## src/rtl/uart_rx_monitor.sv

```systemverilog
// UART receive monitor: deserialises rxd and checks the byte stream against expected_data.
// Optional parity slot enabled by defining UART_RX_MON_PARITY_EN.
module uart_rx_monitor #(
  parameter int CLK_FREQ_HZ = 100000000,
  parameter int BAUD_RATE   = 115200,
  parameter int DATA_BITS   = 8,
  parameter int STOP_BITS   = 1,
  parameter int MSG_LEN     = 24,
  parameter int TERM_CHAR   = 'h21,
  parameter bit PARITY_ODD  = 1'b0,
  localparam int CW         = $clog2(MSG_LEN + 1)
) (
  input  logic                         io_systemClk,
  input  logic                         io_asyncResetn,
  input  logic                         rxd,
  input  logic                         check_en,
  input  logic [MSG_LEN*DATA_BITS-1:0] expected_data,
  output logic                         rx_valid,
  output logic [DATA_BITS-1:0]         rx_data,
  output logic                         rx_frame_err,
  output logic                         rx_parity_err,
  output logic [CW-1:0]                byte_count,
  output logic                         done,
  output logic                         pass,
  output logic                         fail,
  output logic [CW-1:0]                mismatch_index
);

  localparam int DIV  = CLK_FREQ_HZ / BAUD_RATE;
  localparam int HALF = DIV / 2;
  localparam int BW   = $clog2(DIV);
  localparam int IW   = $clog2(DATA_BITS);

  localparam logic [BW-1:0]        HALF_M1  = BW'(HALF - 1);
  localparam logic [BW-1:0]        DIV_M1   = BW'(DIV - 1);
  localparam logic [IW-1:0]        LAST_BIT = IW'(DATA_BITS - 1);
  localparam logic [IW-1:0]        LAST_STP = IW'(STOP_BITS - 1);
  localparam logic [DATA_BITS-1:0] TERM     = DATA_BITS'(TERM_CHAR);
  localparam logic [CW-1:0]        LEN      = CW'(MSG_LEN);

  typedef enum logic [2:0] {
    S_IDLE      = 3'd0,
    S_START     = 3'd1,
    S_DATA      = 3'd2,
`ifdef UART_RX_MON_PARITY_EN
    S_PARITY    = 3'd3,
`endif
    S_STOP      = 3'd4,
    S_WAIT_HIGH = 3'd5
  } state_e;

  function automatic logic calc_parity(input logic [DATA_BITS-1:0] d);
    return (^d) ^ PARITY_ODD;
  endfunction

  logic                 rxd_meta_q, rxd_s;
  logic [1:0]           fill_q;
  state_e               state_q;
  logic                 armed_q;
  logic [BW-1:0]        baud_cnt_q;
  logic [IW-1:0]        bit_idx_q;
  logic [DATA_BITS-1:0] shift_q;
  logic                 frame_err_q;
  logic                 slot_end, ferr_now;

  logic [CW-1:0]        byte_count_q, byte_count_d, mism_q, mism_d;
  logic                 done_q, done_d, fail_q, fail_d, pass_q;
  logic                 chk_err;

  assign slot_end = (baud_cnt_q == DIV_M1);
  assign ferr_now = frame_err_q | ~rxd_s;

  // fill_q delays arming after reset until rxd_s reflects the real line, not the reset value.
  always_ff @(posedge io_systemClk or negedge io_asyncResetn) begin
    if (!io_asyncResetn) begin
      rxd_meta_q <= 1'b1;
      rxd_s      <= 1'b1;
      fill_q     <= 2'b00;
    end else begin
      rxd_meta_q <= rxd;
      rxd_s      <= rxd_meta_q;
      fill_q     <= {fill_q[0], 1'b1};
    end
  end

`ifdef UART_RX_MON_PARITY_EN
  logic par_err_q, rx_parity_err_q;
  assign rx_parity_err = rx_parity_err_q;
`else
  assign rx_parity_err = 1'b0;
`endif

  always_ff @(posedge io_systemClk or negedge io_asyncResetn) begin
    if (!io_asyncResetn) begin
      state_q      <= S_IDLE;
      armed_q      <= 1'b0;
      baud_cnt_q   <= '0;
      bit_idx_q    <= '0;
      shift_q      <= '0;
      frame_err_q  <= 1'b0;
      rx_valid     <= 1'b0;
      rx_data      <= '0;
      rx_frame_err <= 1'b0;
`ifdef UART_RX_MON_PARITY_EN
      par_err_q       <= 1'b0;
      rx_parity_err_q <= 1'b0;
`endif
    end else begin
      rx_valid <= 1'b0;
      case (state_q)
        S_IDLE: begin
          if (rxd_s && fill_q[1]) armed_q <= 1'b1;
          if (armed_q && !rxd_s) begin
            state_q    <= S_START;
            baud_cnt_q <= '0;
          end
        end
        S_START: begin
          if (baud_cnt_q == HALF_M1) begin
            baud_cnt_q  <= '0;
            bit_idx_q   <= '0;
            frame_err_q <= 1'b0;
`ifdef UART_RX_MON_PARITY_EN
            par_err_q   <= 1'b0;
`endif
            state_q     <= rxd_s ? S_IDLE : S_DATA;
          end else begin
            baud_cnt_q <= baud_cnt_q + 1'b1;
          end
        end
        S_DATA: begin
          if (slot_end) begin
            baud_cnt_q <= '0;
            shift_q    <= {rxd_s, shift_q[DATA_BITS-1:1]};
            if (bit_idx_q == LAST_BIT) begin
              bit_idx_q <= '0;
`ifdef UART_RX_MON_PARITY_EN
              state_q   <= S_PARITY;
`else
              state_q   <= S_STOP;
`endif
            end else begin
              bit_idx_q <= bit_idx_q + 1'b1;
            end
          end else begin
            baud_cnt_q <= baud_cnt_q + 1'b1;
          end
        end
`ifdef UART_RX_MON_PARITY_EN
        S_PARITY: begin
          if (slot_end) begin
            baud_cnt_q <= '0;
            par_err_q  <= (rxd_s != calc_parity(shift_q));
            state_q    <= S_STOP;
          end else begin
            baud_cnt_q <= baud_cnt_q + 1'b1;
          end
        end
`endif
        S_STOP: begin
          if (slot_end) begin
            baud_cnt_q  <= '0;
            frame_err_q <= ferr_now;
            if (bit_idx_q == LAST_STP) begin
              rx_valid     <= 1'b1;
              rx_data      <= shift_q;
              rx_frame_err <= ferr_now;
`ifdef UART_RX_MON_PARITY_EN
              rx_parity_err_q <= par_err_q;
`endif
              state_q      <= ferr_now ? S_WAIT_HIGH : S_IDLE;
            end else begin
              bit_idx_q <= bit_idx_q + 1'b1;
            end
          end else begin
            baud_cnt_q <= baud_cnt_q + 1'b1;
          end
        end
        S_WAIT_HIGH: begin
          armed_q <= 1'b0;
          if (rxd_s) state_q <= S_IDLE;
        end
        default: state_q <= S_IDLE;
      endcase
    end
  end

  assign chk_err = rx_frame_err | rx_parity_err |
                   (rx_data != expected_data[int'(byte_count_q)*DATA_BITS +: DATA_BITS]);

  always_comb begin
    byte_count_d = byte_count_q;
    done_d       = done_q;
    fail_d       = fail_q;
    mism_d       = mism_q;
    if (!check_en) begin
      byte_count_d = '0;
      done_d       = 1'b0;
      fail_d       = 1'b0;
      mism_d       = '0;
    end else if (rx_valid && !done_q) begin
      if (chk_err && !fail_q) begin
        fail_d = 1'b1;
        mism_d = byte_count_q;
      end else begin
        fail_d = fail_q;
      end
      byte_count_d = byte_count_q + 1'b1;
      if ((rx_data == TERM) || (byte_count_d == LEN)) done_d = 1'b1;
      else done_d = 1'b0;
    end else begin
      done_d = done_q;
    end
  end

  always_ff @(posedge io_systemClk or negedge io_asyncResetn) begin
    if (!io_asyncResetn) begin
      byte_count_q <= '0;
      done_q       <= 1'b0;
      fail_q       <= 1'b0;
      mism_q       <= '0;
      pass_q       <= 1'b0;
    end else begin
      byte_count_q <= byte_count_d;
      done_q       <= done_d;
      fail_q       <= fail_d;
      mism_q       <= mism_d;
      pass_q       <= done_d & ~fail_d;
    end
  end

  assign byte_count     = byte_count_q;
  assign done           = done_q;
  assign fail           = fail_q;
  assign pass           = pass_q;
  assign mismatch_index = mism_q;

endmodule

```

## config.mk

```make
export PLATFORM = sky130hd
export DESIGN_NAME = uart_rx_monitor
export DESIGN_NICKNAME = d
export VERILOG_FILES = /design/src/rtl/uart_rx_monitor.sv
export SDC_FILE = /design/constraint.sdc
export NUM_CORES = 1
export LEC_CHECK = 0
export CAP_MARGIN = 5
export CORE_UTILIZATION = 44
export DETAILED_ROUTE_END_ITERATION = 8
export GPL_ROUTABILITY_DRIVEN = 0
export PLACE_DENSITY = 0.95
export RECOVER_POWER = 100
export SLEW_MARGIN = 10
export SYNTH_ARGS = -nofsm -noshare
export SYNTH_HDL_FRONTEND = slang
export SYNTH_SLANG_ARGS = --single-unit
export TNS_END_PERCENT = 20
```

## constraint.sdc

```tcl
create_clock -name io_systemClk -period 4.8 [get_ports io_systemClk]
set_input_delay 1.2 -clock io_systemClk [delete_from_list [all_inputs] [get_ports io_systemClk]]
set_output_delay 1.2 -clock io_systemClk [all_outputs]
set_load 0.1 [all_outputs]
```

==> summary.md <==
| Metric | Value |
|---|---|
| Max_slew headroom | `-3.34%` |
| Top post-synthesis cells by count | `dfrtp_1, mux2i_1, nand2_1, nor2_1, mux4_2` |
| Clock power frac | `between 20% and 30%` |
| Syn Nets | `about 620` |
| CP delay by family, top | `multiplexers` |
| Initial Utilization | `45.1%` |
| Switch Pwr | `between 400 and 500 uW` |
| PnR worst setup slack | `between 0.8 and 0.9 ns` |
| #FFs+latches synth | `53` |
| Setup violations, final | `0` |
| Wire per inst | `approximately 22 um` |
| Slowest-stage cell, CP | `clkbuf_2` |
| Num rows | `36` |
| Crit-path max FO | `33` |
| Violated checks | `capacitance limit, slew limit` |
| Sequential Area | `approximately 1300 um^2` |
| Buffers & Inverters on Critical Path | `1` |
| Number of nets with antenna violations after routing | `0` |
| Clk_skew | `approximately 0.0075 ns` |
| Worst R2R End | `mismatch_index[1]$_DFFE_PN0P_` |
| CP endpoint | `mismatch_index[1]$_DFFE_PN0P_` |
| Setup_tns | `0 ns` |
| Top_reg_cell synth | `dfrtp_1` |
| Via density | `5.84` |
| WP data required | `roughly 5 ns` |
| Reg2Reg Depth | `8` |
| Tmin final | `between 3 and 4 ns` |
| Top-area cell type share of the netlist area | `between 20% and 30%` |
| Fmax | `roughly 260 MHz` |
| EDFF count, synth | `0` |
| H-tree depth | `2` |
| Clock Latency Late Sink | `0.32 ns` |
| CORE AREA | `around 9700 um^2` |
| Post-CTS setup buffer count | `0` |
| Dpl ws | `1.13 ns` |
| Critical path, cell by cell | `clkbuf_2 -> mux4_1 -> a22o_1 -> a221oi_1 -> xnor2_1 -> nor4_1 -> a311oi_4 -> mux2i_1` |
| Worst Path Class, Setup | `reg2reg` |
| Gr ovfl total | `0` |
| Max incr delay on CP | `0.80 ns` |
| Vias | `around 4400` |
| Reg-to-Reg Start | `byte_count[0]$_DFFE_PN0P_` |
| Switching share of power | `32.1%` |
| CTS Buf Count | `5` |
| Overall routed net length | `16.3 mm` |
| Mapped cell area | `~4400 um^2` |
| Layout cells sized above 1 | `11.5%` |
| Filler cell count | `around 770` |
| DRC viols | `0` |
| Top cells by area, synth | `dfrtp_1, mux4_2, mux2i_1, mux2_2, nand2_1` |
| Crit. End Element | `flop` |
| Overall Power | `roughly 1300 uW` |
| Asr flop ratio synth | `100%` |
| Syn. warnings | `0` |
| Area Overhead vs Synth | `50.3%` |
| Util after Layout | `67.8%` |
| Die width | `between 100 and 150 um` |
| CP Depth | `8` |
| Longest Clk Path Bufs | `2` |
| Initial antenna violation count | `2` |
| Fin. max-slew vios | `31` |
| Worst vdd ir | `~0.26 mV` |
| Clock tree sinks | `53` |
| Synthesized area per cell | `around 11 um^2` |
| Clock root buffer | `clkbuf_8` |
| Status | `finished, violations left` |
| DR iter-0 viols | `270` |
| Data arrival time of the worst path | `between 4 and 5 ns` |
| Drt first pass iters | `7` |
| CTS-repair resized insts | `0` |
| CTS tree | `done` |
| Die ar. | `roughly 10000 um^2` |
| Most numerous cell in the Yosys netlist | `dfrtp_1` |
| Die Y-Extent | `between 100 and 150 um` |
| Tcrit/Tclk final | `about four fifths` |
| # hold bufs at CTS | `0` |
| Setup crit start | `byte_count[0]$_DFFE_PN0P_` |
| Gr usage total | `a little under a third` |
| Vias in the first global route | `approximately 4300` |
| Number of I/O port buffers | `approximately 220` |
| First-pass GRT wire length | `around 23 mm` |
| Dominant cell type by area after synthesis | `dfrtp_1` |
| Final #Nets | `roughly 820` |
| Hold_ws | `approximately 0.36 ns` |
| Worst hold path type | `reg2reg` |
| DP HPWL | `roughly 13 mm` |
| # IOs | `220` |
| LEAKAGE | `~0.0026 uW` |
| R2r setup slk | `slightly below 0.9 ns` |
| Pint | `between 800 and 900 uW` |
| Reg clk slew, reported paths | `roughly 0.10 ns` |
| Reg power frac | `40.2%` |
| Sequential fraction of the synthesis area | `30.3%` |
| Synthesized instance count | `roughly 420` |
| Crit path launch type | `flop` |
| Cell Pwr Density | `roughly 200 nW/um^2` |
| Worst Tran Pin Value | `approximately 1.6 ns` |
| Area of the multi-input gates | `around 2700 um^2` |
| Largest net degree at the start of global routing | `34` |
| Hold Vio Cnt, Final | `0` |
| Count of cell types in the netlist | `between 60 and 70` |
| Gate power share | `around 36%` |
| Max-cap violations | `1` |
| RSZ-0062 raised after global routing | `no` |
==> power by group through the flow <==
stage	clock network [uW]	logic, uW	registers, uW
CTS	317	487	531
finish	309	481	532
global route	332	524	541
detailed placement	0	483	540
floorplan	0	276	507
global placement	0	457	534
==> registers in the layout, indices dropped and copies added (netlist names), 2 cells and up <==
signal and flops:
mismatch_index 5, shift_q 8, byte_count 5, baud_cnt_q 10, state_q 3, bit_idx_q 3, rx_data 8, fill_q 2
==> stage by stage <==
step           cells  area [um^2]
2_1_floorplan    416         4390
3_3_place_gp     743         6520
3_5_place_dp     743         6520
4_1_cts          751         6630
5_1_grt          753         6600
6_report         753         6600
==> routing by layer <==
layer / wire length, um / vias up / GRT usage, %
li1: - / 1976 / -
met1: 5970 / 2126 / 36.4
met2: 8120 / 248 / 51.0
met3: 1410 / 47 / 6.91
met4: 750 / 0 / 16.6
met5: 0 / - / 0
==> how the worst min path moves through the flow <==
stage / from / to / slack, ns / cells after the start
after floorplan: fill_q[0]$_DFF_PN0_ / fill_q[1]$_DFF_PN0_ / 0.33 / 0
after global placement: fill_q[0]$_DFF_PN0_ / fill_q[1]$_DFF_PN0_ / 0.33 / 0
after detailed placement: fill_q[0]$_DFF_PN0_ / fill_q[1]$_DFF_PN0_ / 0.35 / 0
after CTS: rxd_meta_q$_DFF_PN1_ / rxd_s$_DFF_PN1_ / 0.36 / 0
after global routing: rxd_meta_q$_DFF_PN1_ / rxd_s$_DFF_PN1_ / 0.38 / 0
final: rxd_meta_q$_DFF_PN1_ / rxd_s$_DFF_PN1_ / 0.36 / 0
==> cell usage in the layout, fill, tap and decap left out, types with 4 or more instances in the layout <==
master           instances
a21oi_1                 12
nand2_1                 39
mux2_2                  21
o21ai_1                  4
ha_1                     6
xnor2_1                  6
dlygate4sd3_1           24
o31ai_1                  4
o22ai_1                  5
o211ai_1                 6
nor2_1                  30
mux2i_1                 39
nand4_1                  4
nand3_1                  9
clkbuf_8                 5
dfrtp_1                 50
clkbuf_1                 6
nand2b_1                10
clkdlybuf4s50_1        192
mux4_2                  26
nor2b_1                 13
inv_1                   10
a22oi_1                  6
o21ai_0                 18
xor2_1                   6
==> cell type report <==
class	instances	share of cell area [%]
clock inverter	2	0.588
clock buffer	6	1.10
multi-input combinational	321	41.4
inverter	11	0.626
timing repair buffer	225	33.5
tap	133	2.52
sequential	53	20.2
antenna	2	0.0759
==> worst reg2reg max path, stage by stage (launching register included) <==
cell and delay, ns:
dfrtp_4 0.68, clkbuf_2 0.82, mux4_1 0.69, a22o_1 0.24, a221oi_1 0.30, xnor2_1 0.12
nor4_1 0.50, a311oi_4 0.28, mux2i_1 0.18
==> kinds of logic after synthesis <==
family | count (synthesis) | share of synthesized area, %
AO/OA/AOI/OAI | 85 | 14.2
XOR/XNOR | 12 | 2.39
adder cells (fa/ha/maj) | 6 | 1.71
buffers and inverters | 42 | 7.04
flip-flops | 53 | 30.3
multiplexers | 90 | 29.7
other | 2 | 0.171
AND/OR/NAND/NOR | 126 | 14.5
(Power assumes the default switching activity.)
